`src/rtl/ps2_host_tx.sv`:
```
// PS/2 host-to-device transmitter: inhibit, request-to-send, 8 data bits + odd parity,
// stop, device ack; owns the bus (rx_inhibit) from accept to done.
module ps2_host_tx #(
  parameter int unsigned CLKS_PER_US      = 16,
  parameter int unsigned INHIBIT_US       = 120,
  parameter int unsigned START_TIMEOUT_US = 15000,
  parameter int unsigned FRAME_TIMEOUT_US = 2000
) (
  input  logic       clk,
  input  logic       reset_n,
  input  logic       ps2_clk_in,
  input  logic       ps2_data_in,
  output logic       ps2_clk_oe,
  output logic       ps2_data_oe,
  input  logic [7:0] tx_data,
  input  logic       tx_start,
  output logic       busy,
  output logic       done,
  output logic       error,
  output logic       rx_inhibit
);

  localparam int unsigned INHIBIT_CYC = INHIBIT_US * CLKS_PER_US;
  localparam int unsigned START_CYC   = START_TIMEOUT_US * CLKS_PER_US;
  localparam int unsigned FRAME_CYC   = FRAME_TIMEOUT_US * CLKS_PER_US;
  localparam int unsigned MAX_TO      = (START_CYC > FRAME_CYC) ? START_CYC : FRAME_CYC;
  localparam int unsigned MAX_CYC     = (MAX_TO > INHIBIT_CYC) ? MAX_TO : INHIBIT_CYC;
  localparam int unsigned CNT_W       = $clog2(MAX_CYC + 1);

  typedef enum logic [2:0] {
    S_IDLE,
    S_INHIBIT,
    S_RTS,
    S_DATA,
    S_ACK,
    S_RELEASE_WAIT
  } state_t;

  state_t           state;
  logic [1:0]       clk_sync;
  logic [1:0]       data_sync;
  logic             clk_prev;
  logic             sync_clk;
  logic             sync_data;
  logic             fall;
  logic [7:0]       shreg;
  logic             parity;
  logic [3:0]       edge_cnt;
  logic [CNT_W-1:0] cnt;
  logic             timeout;

  assign sync_clk   = clk_sync[1];
  assign sync_data  = data_sync[1];
  assign fall       = clk_prev & ~sync_clk;
  // Fires on the cycle the counter would step down to zero.
  assign timeout    = (cnt == CNT_W'(1));
  assign rx_inhibit = busy;

  // Synchronizers reset to the idle bus level so reset release never looks like an edge.
  always_ff @(posedge clk or negedge reset_n) begin
    if (!reset_n) begin
      clk_sync  <= '1;
      data_sync <= '1;
      clk_prev  <= 1'b1;
    end else begin
      clk_sync  <= {clk_sync[0], ps2_clk_in};
      data_sync <= {data_sync[0], ps2_data_in};
      clk_prev  <= sync_clk;
    end
  end

  always_ff @(posedge clk or negedge reset_n) begin
    if (!reset_n) begin
      state       <= S_IDLE;
      ps2_clk_oe  <= 1'b0;
      ps2_data_oe <= 1'b0;
      busy        <= 1'b0;
      done        <= 1'b0;
      error       <= 1'b0;
      shreg       <= '0;
      parity      <= 1'b0;
      edge_cnt    <= '0;
      cnt         <= '0;
    end else begin
      done <= 1'b0;
      case (state)
        S_IDLE: begin
          if (tx_start) begin
            shreg       <= tx_data;
            parity      <= ~^tx_data;
            error       <= 1'b0;
            busy        <= 1'b1;
            ps2_clk_oe  <= 1'b1;
            ps2_data_oe <= 1'b0;
            cnt         <= CNT_W'(INHIBIT_CYC - 1);
            state       <= S_INHIBIT;
          end
        end
        S_INHIBIT: begin
          if (cnt == '0) begin
            ps2_clk_oe  <= 1'b0;
            ps2_data_oe <= 1'b1;
            cnt         <= CNT_W'(START_CYC);
            state       <= S_RTS;
          end else begin
            cnt <= cnt - 1'b1;
          end
        end
        default: begin
          // RTS through RELEASE_WAIT share one timeout path.
          if (timeout) begin
            ps2_clk_oe  <= 1'b0;
            ps2_data_oe <= 1'b0;
            error       <= 1'b1;
            done        <= 1'b1;
            busy        <= 1'b0;
            state       <= S_IDLE;
          end else begin
            cnt <= cnt - 1'b1;
            case (state)
              S_RTS: begin
                if (fall) begin
                  ps2_data_oe <= ~shreg[0];
                  edge_cnt    <= 4'd1;
                  cnt         <= CNT_W'(FRAME_CYC);
                  state       <= S_DATA;
                end
              end
              S_DATA: begin
                if (fall) begin
                  edge_cnt <= edge_cnt + 1'b1;
                  if (edge_cnt < 4'd8) begin
                    ps2_data_oe <= ~shreg[edge_cnt[2:0]];
                  end else if (edge_cnt == 4'd8) begin
                    ps2_data_oe <= ~parity;
                  end else begin
                    ps2_data_oe <= 1'b0;
                    state       <= S_ACK;
                  end
                end
              end
              S_ACK: begin
                if (fall) begin
                  if (sync_data) error <= 1'b1;
                  state <= S_RELEASE_WAIT;
                end
              end
              S_RELEASE_WAIT: begin
                if (sync_clk && sync_data) begin
                  done  <= 1'b1;
                  busy  <= 1'b0;
                  state <= S_IDLE;
                end
              end
              default: state <= S_IDLE;
            endcase
          end
        end
      endcase
    end
  end

endmodule

```
`config.mk`:
```
export PLATFORM = sky130hd
export DESIGN_NAME = ps2_host_tx
export DESIGN_NICKNAME = d
export VERILOG_FILES = /design/src/rtl/ps2_host_tx.sv
export SDC_FILE = /design/constraint.sdc
export NUM_CORES = 1
export LEC_CHECK = 0
export ABC_AREA = 1
export CAP_MARGIN = 5
export CORE_ASPECT_RATIO = 0.7
export CORE_MARGIN = 4
export CORE_UTILIZATION = 40
export CTS_BUF_LIST = sky130_fd_sc_hd__clkbuf_4
export CTS_CLUSTER_DIAMETER = 120
export DETAILED_ROUTE_END_ITERATION = 12
export GPL_ROUTABILITY_DRIVEN = 0
export MAX_ROUTING_LAYER = met4
export PLACE_DENSITY = 0.59
export SLEW_MARGIN = 20
export SYNTH_ARGS = -nofsm -noshare
export SYNTH_HDL_FRONTEND = slang
export SYNTH_SLANG_ARGS = --single-unit
```
`constraint.sdc`:
```
create_clock -name clk -period 3 [get_ports clk]
set_input_delay 0.45 -clock clk [delete_from_list [all_inputs] [get_ports clk]]
set_output_delay 0.45 -clock clk [all_outputs]
set_load 0.05 [all_outputs]
```
# ---- Word level (Yosys, flattened, before mapping)
# Cells that the tools add are included.
dict set report totals {
  ff_bits 44
  input_bits 13
  out_inout_bits 6
  elab_cells 112
}
dict set report op_classes {
  n_addsub 2
  order_cmp 2
  n_eq_ne 18
  mux 48
  bitwise_logic 8
  n_reduce_logical 21
}
# operator n
set op_table {}
lappend op_table {{$mux W18} 5}
lappend op_table {{$pmux W18 S2} 1}
lappend op_table {{$mux W3} 9}
lappend op_table {{$ne A5 B5 Y1 const B} 5}
lappend op_table {{$mux W1} 22}
lappend op_table {{$eq A18 B1 Y1 const B} 1}
lappend op_table {{$logic_not A18 Y1} 1}
lappend op_table {{$reduce_bool A3 Y1} 6}
lappend op_table {{$sub A18 B1 Y18 const B} 1}
lappend op_table {{$reduce_and A5 Y1} 3}
lappend op_table {{$pmux W3 S4} 1}
lappend op_table {{$pmux W1 S2} 5}
lappend op_table {{$mux W4} 2}
lappend op_table {{$ne A2 B2 Y1 const B} 4}
lappend op_table {{$pmux W4 S2} 1}
lappend op_table {{$reduce_and A8 Y1} 1}
lappend op_table {{$reduce_xnor A8 Y1} 1}
lappend op_table {{$not A1 Y1} 7}
lappend op_table {{$eq A3 B2 Y1 const B} 2}
lappend op_table {{$eq A3 B3 Y1 const B} 2}
lappend op_table {{$pmux W3 S2} 1}
lappend op_table {{$ne A5 B3 Y1 const B} 1}
lappend op_table {{$reduce_bool A5 Y1} 1}
lappend op_table {{$add A4 B1 Y4 const B} 1}
lappend op_table {{14 further kinds} 15}

# ---- Depth between registers and ports, before layout
dict set report depth {
  word_depth 8
  ltp_mapped 11
  ltp_nobuf 11
}

# ---- Worst setup path after synthesis
# No wires, ideal clock.
dict set report synth_path {
  path_kind {reg2reg}
  from {register cnt[0]}
  to {register cnt[4]}
  setup_ns 0.122
  t_arrival_ns 1.494
  required_ns 2.878
  path_slack_ns 1.385
  path_stages_with_launch 10
  n_path_buf 0
  synth_period_minus_slack_ns 1.615
  cell_sequence {dfrtp_1 inv_1 ha_1 nand2_2 nor2_4 nand3b_1 nand2_2 o21ai_2 a21boi_0 nor2_1}
}
dict set report synth_between {
  elab_chain_len 5
  elab_cells_between_ends 10
  classes_between {add/sub: 1; eq/ne: 2; mux: 5; reduce/logical: 2}
}
# element line
set synth_rtl {}
lappend synth_rtl {{start, declared} 49} ;# logic [CNT_W-1:0] cnt;
lappend synth_rtl {{start signal, assigned} 95} ;# cnt <= CNT_W'(INHIBIT_CYC - 1);
lappend synth_rtl {{start signal, assigned} 103} ;# cnt <= CNT_W'(START_CYC);
lappend synth_rtl {{start signal, assigned} 106} ;# cnt <= cnt - 1'b1;
lappend synth_rtl {{$sub A18 B1 Y18} {106, 119}}
lappend synth_rtl {{$mux W18} 122} ;# if (fall) begin
lappend synth_rtl {{$mux W18} 120} ;# case (state)
lappend synth_rtl {{$mux W18} 111} ;# if (timeout) begin
lappend synth_rtl {{$pmux W18 S2} 86} ;# case (state)
# Parallel ways exist; a longest one is shown, timed or not. The select of a mux whose other input is x is not followed.
# A chain may end at the register's enable or synchronous reset.

# ---- Worst setup path after layout
dict set report layout_path {
  from {register ps2_clk_oe}
  to {output ps2_clk_oe}
}
# element line
set layout_lines {}
lappend layout_lines {{start, declared} 13} ;# output logic ps2_clk_oe,
lappend layout_lines {{start signal, assigned} 75} ;# ps2_clk_oe <= 1'b0;
lappend layout_lines {{start signal, assigned} 93} ;# ps2_clk_oe <= 1'b1;
lappend layout_lines {{start signal, assigned} 101} ;# ps2_clk_oe <= 1'b0;
# No word-level cell between the ends.

==> impl_metrics.csv <==
group,metric,value,unit
setup_path,path_cells,"clkdlybuf4s50_1",
layout,instances_no_fill,468,
power_and_ir_drop,combPwrFrac,0.517,
sta,hold_viol,0,
logic_synthesis,yosys.cell_types.count,33,
floorplan,initial_cell_density_of_the_core,0.421,
floorplan,die_height,76.4,µm
sta,setup_viol,0,
placed_design,dp.final_hpwl,4.57,mm
placed_design,placed_cells,460,
setup_path,cp_top_family,"buffers and inverters",
power_and_ir_drop,seq_power_share,0.353,
run,drv_cap,0,
logic_synthesis,netlist_area,0.00267,mm²
logic_synthesis,synth.yosys.seq_area_share,0.415,
clock_network,clock_tree.buffer_depth,2,
drt,post_drt_wl_per_cell,13.0,µm
sta,finalClockSkew,0.0133,ns
grt,grt_pass1_wl,10.9,mm
clock_network,cts.clk_slew.worst_paths,0.13,ns
logic_synthesis,ys.flop_type,"dfrtp_1",
power_and_ir_drop,total_leakage_power,1.43,nW
logic_synthesis,synth_nets,371,
floorplan,io_pins,19,
drt,num_vias,2267,
setup_path,worst_ep_required_time,2.55,ns
logic_synthesis,yosysWarnings,0,
setup_path,start_kind,"register",
grt,antenna_found_initial,0,
sta,slew_viol_final,0,
placed_design,placed_cell_area,0.00293,mm²
setup_path,crit_slowest_cell,"clkdlybuf4s50_1",
grt,grt_use_total,0.171,
drt,wirelength,6.09,mm
placed_design,io_buffers,18,
drt,route.antenna.remaining_nets,0,
power_and_ir_drop,powerDensity,957,mW/mm²
logic_synthesis,avgSynthCellArea,7.54,µm²
floorplan,area_of_the_die,0.00807,mm²
sta,post-route-period-util,0.677,
clock_network,clockRootBuffer,"clkbuf_4",
clock_network,clock_tree_from_tritoncts,"done",
grt,grt_remaining_overflow,0,
layout,final_area,0.00302,mm²
sta,worst_slew_pin_slew,0.561,ns
power_and_ir_drop,p_switching,1.39,mW
drt,viasPerCell,4.84,
sta,setup_slack,0.970,ns
layout,synthToLayoutAreaGrowth,12.9,%
drt,drt-pass1-iter-count,4,
layout,insertedDiodeCount,0,
sta,maxClockFrequency,493,MHz
sta,tns,0,ns
setup_path,critical_path.max_stage_delay,0.83,ns
status,outcome,"complete, no violations",
floorplan,coreArea,0.00634,mm²
layout,utilization,0.476,
grt,grt_max_degree,45,
clock_network,insertion_delay,0.36,ns
setup_path,setup.worst_path.class,"reg2out",
drt,drt_first_iter_violations,149,
clock_network,post_cts.repair.setup_buffers,0,
power_and_ir_drop,switching_share,0.481,
clock_network,cts.htree.levels,2,
sta,final.min_clock_period,2.03,ns
floorplan,die_width,106,µm
drt,drc,0,
clock_network,cts.repair.resized,0,
logic_synthesis,number_of_flops_mapped_to_enable_cells_by_yosys,0,
clock_network,numCtsBuffers,5,
sta,rsz0062_at_grt,"false",
setup_path,endpoint_kind,"output port",
clock_network,clock_sinks,44,
clock_network,cts_hold_buffers,0,
logic_synthesis,ys_seq_elements,44,
setup_path,arrival_time_at_the_worst_endpoint,1.58,ns
power_and_ir_drop,power,2.89,mW
layout,final_nets,393,
logic_synthesis,synthCells,354,
power_and_ir_drop,cellInternalPower,1.50,mW
sta,holdWs,0.0704,ns
grt,grt_pass1_vias,2261,
hold_path,worst_hold_path_type,"in2async",
power_and_ir_drop,ir_drop,0.000357,V
layout,drive_above_1_share,0.109,
setup_path,critical_path_peak_fanout,2,
sta,worst_slew_margin_rel,0.626,
power_and_ir_drop,clock_power_share,0.131,
placed_design,preCtsSetupSlack,1.10,ns
logic_synthesis,ys_async_rst_share,1.00,
floorplan,rows,24,
setup_path,critical_path.n_buffers_inverters,1,
## flip-flops by register name (all words and copies together) (netlist names)
name,flops
edge_cnt,4
done,1
cnt,18
ps2_clk_oe,1
error,1
parity,1
busy,1
ps2_data_oe,1
shreg,8
clk_sync,2
clk_prev,1
state,3
data_sync,2
## layout by cell type, fill, tap and decap left out, types with 3 or more instances in the layout
master           count
nor2_1              40
dfstp_2              5
clkdlybuf4s50_1     17
inv_1               42
nand3_1             25
o21ai_0             30
nand2_2              6
clkbuf_4             6
nor2_4               4
dfrtp_1             39
o21ai_2              3
ha_1                 4
xor2_1              12
a21oi_1             10
nand2_1             95
xnor2_1              7
nor2_2               5
o21ai_1              3
## area by class of cell
type | instances | area, µm²
clock inverter | 2 | 35.0
fill | 632 | 3320
sequential | 44 | 1110
timing repair buffer | 18 | 178
multi-input combinational | 262 | 1370
tap | 91 | 114
inverter | 45 | 171
clock buffer | 6 | 45.0
## power groups by stage
stage / sequential [mW] / combinational (mW) / clock [mW]
after floorplan: 1.03 / 1.12 / 0
after global placement: 1.02 / 1.48 / 0
after detailed placement: 1.03 / 1.49 / 0
after CTS: 1.02 / 1.50 / 0.390
after global routing: 1.06 / 1.74 / 0.416
final: 1.02 / 1.49 / 0.377
## kinds of logic (layout without fill, tap and decap cells)
logic type	Yosys count	in the layout	synth area share
AOI/OAI and AO/OA	53	53	0.111
xor gates and xnor gates	19	19	0.0623
adders and majority gates	4	4	0.0187
buffers and inverters	48	71	0.0740
DFF	44	44	0.415
and+or+nand+nor	186	186	0.320
## final timing paths
| check | depth (start not counted) | to | slack [ns] | from |
|---|---|---|---|---|
| worst max register to register | 8 | cnt[14] | 1.08 | cnt[0] |
| worst min-delay path | 1 | state[1] | 0.07 | reset_n |
| worst max-delay path | 1 | ps2_clk_oe | 0.97 | ps2_clk_oe |
| max in group asynchronous | 1 | clk_sync[1] | 2.54 | reset_n |
| worst min register to register | 0 | data_sync[1] | 0.36 | data_sync[0] |
| min in group clk | 0 | data_sync[1] | 0.36 | data_sync[0] |
## metal layers
layer / up-vias / wire [µm] / GRT usage
met2: 62 / 2380 / 0.228
met3: 9 / 426 / 0.0313
met4: 0 / 91 / 0.0492
met5: - / 0 / -
li1: 1162 / - / -
met1: 1034 / 3190 / 0.261
## Yosys cell counts, types with 5 or more instances
cell     count  share of area
nand2_2      6          0.014
dfstp_2      5          0.049
nor2_2       5          0.012
xnor2_1      7          0.023
xor2_1      12          0.039
a21oi_1     10          0.019
nand3_1     25          0.047
dfrtp_1     39           0.37
nand2_1     95           0.13
o21ai_0     30          0.056
nor2_1      40          0.056
inv_1       42          0.059
Power figures use the tool's default switching activity.
